**src/rtl/fib_hit_counter.sv**
```systemverilog
// fib_hit_counter: counts recognised Fibonacci digits in two-digit BCD,
// tracks current/longest run of consecutive hits and the last hit digit.
module fib_hit_counter #(
    parameter bit SATURATE   = 1'b1,
    parameter bit MAX_RUN_EN = 1'b1
) (
    input  logic       clk,
    input  logic       reset,
    input  logic       valid,
    input  logic [3:0] bcd,
    input  logic       fib,
    input  logic       clear,
    output logic [7:0] hit_count,
    output logic [7:0] run_max,
    output logic [3:0] last_fib,
    output logic       ovf,
    output logic       full,
    output logic       bad
);

    typedef enum logic [1:0] {
        ST_IDLE,
        ST_RUN,
        ST_GAP,
        ST_FULL
    } state_t;

    state_t     state_q, state_d;
    logic [7:0] hit_count_q, hit_count_d;
    logic [7:0] run_q, run_d;
    logic [7:0] run_max_q, run_max_d;
    logic [3:0] last_fib_q, last_fib_d;
    logic       ovf_q, ovf_d;
    logic       full_q, full_d;
    logic       bad_q, bad_d;

    // Two-digit BCD increment, wrapping 99 -> 00.
    function automatic logic [7:0] bcd_inc(input logic [7:0] v);
        logic [7:0] r;
        if (v[3:0] == 4'd9) begin
            r[3:0] = 4'd0;
            r[7:4] = (v[7:4] == 4'd9) ? 4'd0 : v[7:4] + 4'd1;
        end else begin
            r[3:0] = v[3:0] + 4'd1;
            r[7:4] = v[7:4];
        end
        return r;
    endfunction

    // Next-state: clear wins over valid; bad samples only raise the pulse.
    always_comb begin
        state_d     = state_q;
        hit_count_d = hit_count_q;
        run_d       = run_q;
        run_max_d   = run_max_q;
        last_fib_d  = last_fib_q;
        ovf_d       = 1'b0;
        bad_d       = 1'b0;
        if (clear) begin
            state_d     = ST_IDLE;
            hit_count_d = '0;
            run_d       = '0;
            run_max_d   = '0;
            last_fib_d  = '0;
        end else if (valid) begin
            if (bcd > 4'd9) begin
                bad_d = 1'b1;
            end else if (state_q != ST_FULL) begin
                if (fib) begin
                    last_fib_d = bcd;
                    state_d    = ST_RUN;
                    run_d      = (run_q == 8'h99) ? run_q : bcd_inc(run_q);
                    if (MAX_RUN_EN && (run_d > run_max_q)) begin
                        run_max_d = run_d;
                    end
                    if (hit_count_q == 8'h99) begin
                        if (SATURATE) begin
                            state_d = ST_FULL;
                        end else begin
                            hit_count_d = '0;
                            ovf_d       = 1'b1;
                        end
                    end else begin
                        hit_count_d = bcd_inc(hit_count_q);
                    end
                end else begin
                    run_d   = '0;
                    state_d = ST_GAP;
                end
            end
        end
        full_d = (state_d == ST_FULL);
    end

    // State and registered outputs, asynchronously reset.
    always_ff @(posedge clk or posedge reset) begin
        if (reset) begin
            state_q     <= ST_IDLE;
            hit_count_q <= '0;
            run_q       <= '0;
            run_max_q   <= '0;
            last_fib_q  <= '0;
            ovf_q       <= 1'b0;
            full_q      <= 1'b0;
            bad_q       <= 1'b0;
        end else begin
            state_q     <= state_d;
            hit_count_q <= hit_count_d;
            run_q       <= run_d;
            run_max_q   <= run_max_d;
            last_fib_q  <= last_fib_d;
            ovf_q       <= ovf_d;
            full_q      <= full_d;
            bad_q       <= bad_d;
        end
    end

    assign hit_count = hit_count_q;
    assign run_max   = MAX_RUN_EN ? run_max_q : 8'h00;
    assign last_fib  = last_fib_q;
    assign ovf       = ovf_q;
    assign full      = full_q;
    assign bad       = bad_q;

endmodule
```
**config.mk**
```make
export PLATFORM = sky130hd
export DESIGN_NAME = fib_hit_counter
export DESIGN_NICKNAME = d
export VERILOG_FILES = /design/src/rtl/fib_hit_counter.sv
export SDC_FILE = /design/constraint.sdc
export NUM_CORES = 1
export LEC_CHECK = 0
export CORE_MARGIN = 1
export CORE_UTILIZATION = 50
export DETAILED_ROUTE_END_ITERATION = 8
export PLACE_DENSITY = 0.76
export SETUP_SLACK_MARGIN = 0.05
export SLEW_MARGIN = 20
export SYNTH_ARGS = -nofsm -noshare
export SYNTH_HDL_FRONTEND = slang
export SYNTH_SLANG_ARGS = --single-unit
```
**constraint.sdc**
```tcl
create_clock -name clk -period 8.1 [get_ports clk]
set_clock_uncertainty 0.15 [all_clocks]
set_input_delay 1.215 -clock clk [delete_from_list [all_inputs] [get_ports clk]]
set_output_delay 1.215 -clock clk [all_outputs]
set_load 0.02 [all_outputs]
```
==> impl_metrics.tcl <==
set metrics [dict create \
    outcome "completed" \
    worstMarginPinSlew_ns 0.972 \
    clk_latency_ns 0.29 \
    numCtsBuffers 5 \
    cp-end-kind "flop" \
    die_y_um 63.0 \
    timing.hold.ws_ns 0.390 \
    required_ns 8.14 \
    cts-resized-gates 0 \
    die_area_um2 3970 \
    wirelength_um 4150 \
    hold_path_class "flop to flop" \
    grtUsageMet1_pct 28.3 \
    avgSynthCellArea_um2 9.17 \
    place_area_um2 2170 \
    cts_tree "done" \
    peakVddDrop_mv 0.101 \
    yosys.area.top_type_share_pct 43.0 \
    cts_root_buf "clkbuf_8" \
    ys_types 42 \
    crit_family "simple AND/OR/NAND/NOR gates" \
    drt_iter0_drc 63 \
    grt_pass1_wl_um 7110 \
    drv_slew 0 \
    worst-setup-path-type "flop to flop" \
    synth_cells 203 \
    dieWidth_um 63.0 \
    synthArstFlopShare_pct 100 \
    synth_edf_count 0 \
    combPwrFrac_pct 15.1 \
    fillers 297 \
    ys_seq_area_share_pct 43.0 \
    ys_seq_elements 32 \
    synthTopCellsByCount "dfrtp_1, a21oi_1, nand2_1, inv_1, ha_1" \
    clock_sinks 32 \
    max_stage_delay_ns 0.49 \
    place_inst 270 \
    grt_pass1_vias 1628 \
    switching_power_uw 93.6 \
    final_cells 278 \
    seqPwrFrac_pct 48.4 \
    intPower_uw 254 \
    synth.most_common_cell "dfrtp_1" \
    routed-via-count 1610 \
    hold_viol_final 0 \
    timing.final.ws_setup_ns 4.76 \
    antenna_cells 0 \
    synthTopCellsByArea "dfrtp_1, ha_1, a21oi_1, o21ai_0, nand2_1" \
    grt-ovfl-total 0 \
    dp_slack_ns 4.68 \
    ys.warnings.count 0 \
    crit_arrival_ns 3.38 \
    cts_max_level 2 \
    area_growth_pct 21.3 \
    port_buffers 30 \
    synth_area_leader_cell "dfrtp_1" \
    setup_violations 0 \
    ant_nets 0 \
    stdcell_area_um2 2260 \
    leakagePower_nw 0.969 \
    crit_top_cell "ha_1" \
    relSlewSlack_pct 35.0 \
    drive_gt1_share_pct 3.88 \
    cp_slowest_cell "nor3_1" \
    clk_pin_slew_ns 0.06 \
    setup-tns-final_ns 0 \
    rows 21 \
    nets 256 \
    cts_hold_buf 0 \
    hpwl_um 3000 \
    post-cts-setup-buffers 0 \
    clock.fmax_mhz 299 \
    antenna_found_initial 0 \
    avgRoutedWirePerCell_um 14.9 \
    syn_area_um2 1860 \
    ys.flop_type "dfrtp_1" \
    gp_congestion 0.826 \
    period_share_pct 41.3 \
    period_minus_slack_ns 3.34 \
    p_total_uw 348 \
    core_um2 3440 \
    p_per_area_nw_per_um2 154 \
    cts_buffer_depth 2 \
    fin_util_pct 65.6 \
    io-pin-count 32 \
    firstDrtPassIters 4 \
    path_cells "ha_1 -> and3b_1 -> and2_1 -> nor2_1 -> ha_1 -> and3_1 -> a221o_1 -> nor3_1 -> o21ai_0 -> a21oi_1" \
    critPathMaxFanout 6 \
    grt-busiest-layer "met2" \
    p_sw_share_pct 26.9 \
    start_kind "flop" \
    gr-usage-met2_pct 39.1 \
    start_util_pct 54.1 \
    critical_path_buf_inv_count 0 \
    grt_max_degree 33 \
    drc_errors 0 \
    grt_setup_unrepaired "no" \
    avgViaCountPerCell 5.79 \
    syn-num-nets 228 \
    power_frac_clock_pct 36.6 \
    maxCapViolations 0 \
    grt.total_usage_pct 23.6 \
    use_met3_pct 4.56 \
]
per-layer routing:
layer	wire length [µm]	part of all wire (%)	up-vias
li1	-	-	774
met1	1780	43	787
met2	2070	50	42
met3	215	5.2	7
met4	86	2.1	0
met5	0	0	-
worst reg2reg max path, cell delays in order (launching register included):
cell,delay (ns)
dfrtp_1,0.44
ha_1,0.24
and3b_1,0.24
and2_1,0.22
nor2_1,0.27
ha_1,0.30
and3_1,0.19
a221o_1,0.35
nor3_1,0.49
o21ai_0,0.18
a21oi_1,0.17
flip-flops by register name, summed over array words and instances (netlist names):
name       cells
state_q        2
last_fib       4
run_max        8
full           1
run_q          8
hit_count      8
bad            1
kinds of logic after synthesis:
kind of cell,share of synthesized area [%]
AND/OR/NAND/NOR,17.7
buffers and inverters,6.59
AO/OA/AOI/OAI,19.3
XOR/XNOR,1.88
multiplexers,0.538
other,0.201
adder cells (fa/ha/maj),10.8
flip-flops,43.0
area by class of cell:
cell class / instances / area [µm²] / area share [%]
clock buffer: 8 / 90.1 / 3.99
timing repair buffer: 31 / 308 / 13.6
tap: 46 / 57.6 / 2.55
sequential: 32 / 801 / 35.5
multi-input combinational: 144 / 938 / 41.6
inverter: 17 / 63.8 / 2.83
power by group through the flow:
stage               sequential [mW]  clock, mW  combinational, mW
floorplan                     0.175          0             0.0311
global placement              0.171          0             0.0501
detailed placement            0.171          0             0.0520
CTS                           0.168      0.130             0.0524
global route                  0.169      0.135             0.0579
finish                        0.168      0.127             0.0524
final timing paths:
check | end | slack, ns | start | cells after the start
max | run_max[2] | 4.76 | run_q[0] | 10
min | last_fib[3] | 0.39 | last_fib[3] | 2
max reg2reg | run_max[2] | 4.76 | run_q[0] | 10
min reg2reg | last_fib[3] | 0.39 | last_fib[3] | 2
max in group asynchronous | run_max[0] | 6.34 | reset | 3
min in group asynchronous | hit_count[5] | 1.16 | reset | 3
layout by cell type (no fill, tap or decap), types with 3 or more instances in the layout:
master,instances
ha_1,16
o21ai_0,15
nand3b_1,3
xor2_1,3
dfrtp_1,32
a21oi_1,25
nor3_1,9
a22o_1,4
or3_1,6
clkbuf_8,6
and2_1,3
nand2_1,19
clkdlybuf4s50_1,30
nor2_1,7
inv_1,17
nand3_1,7
(Power assumes the default switching activity.)
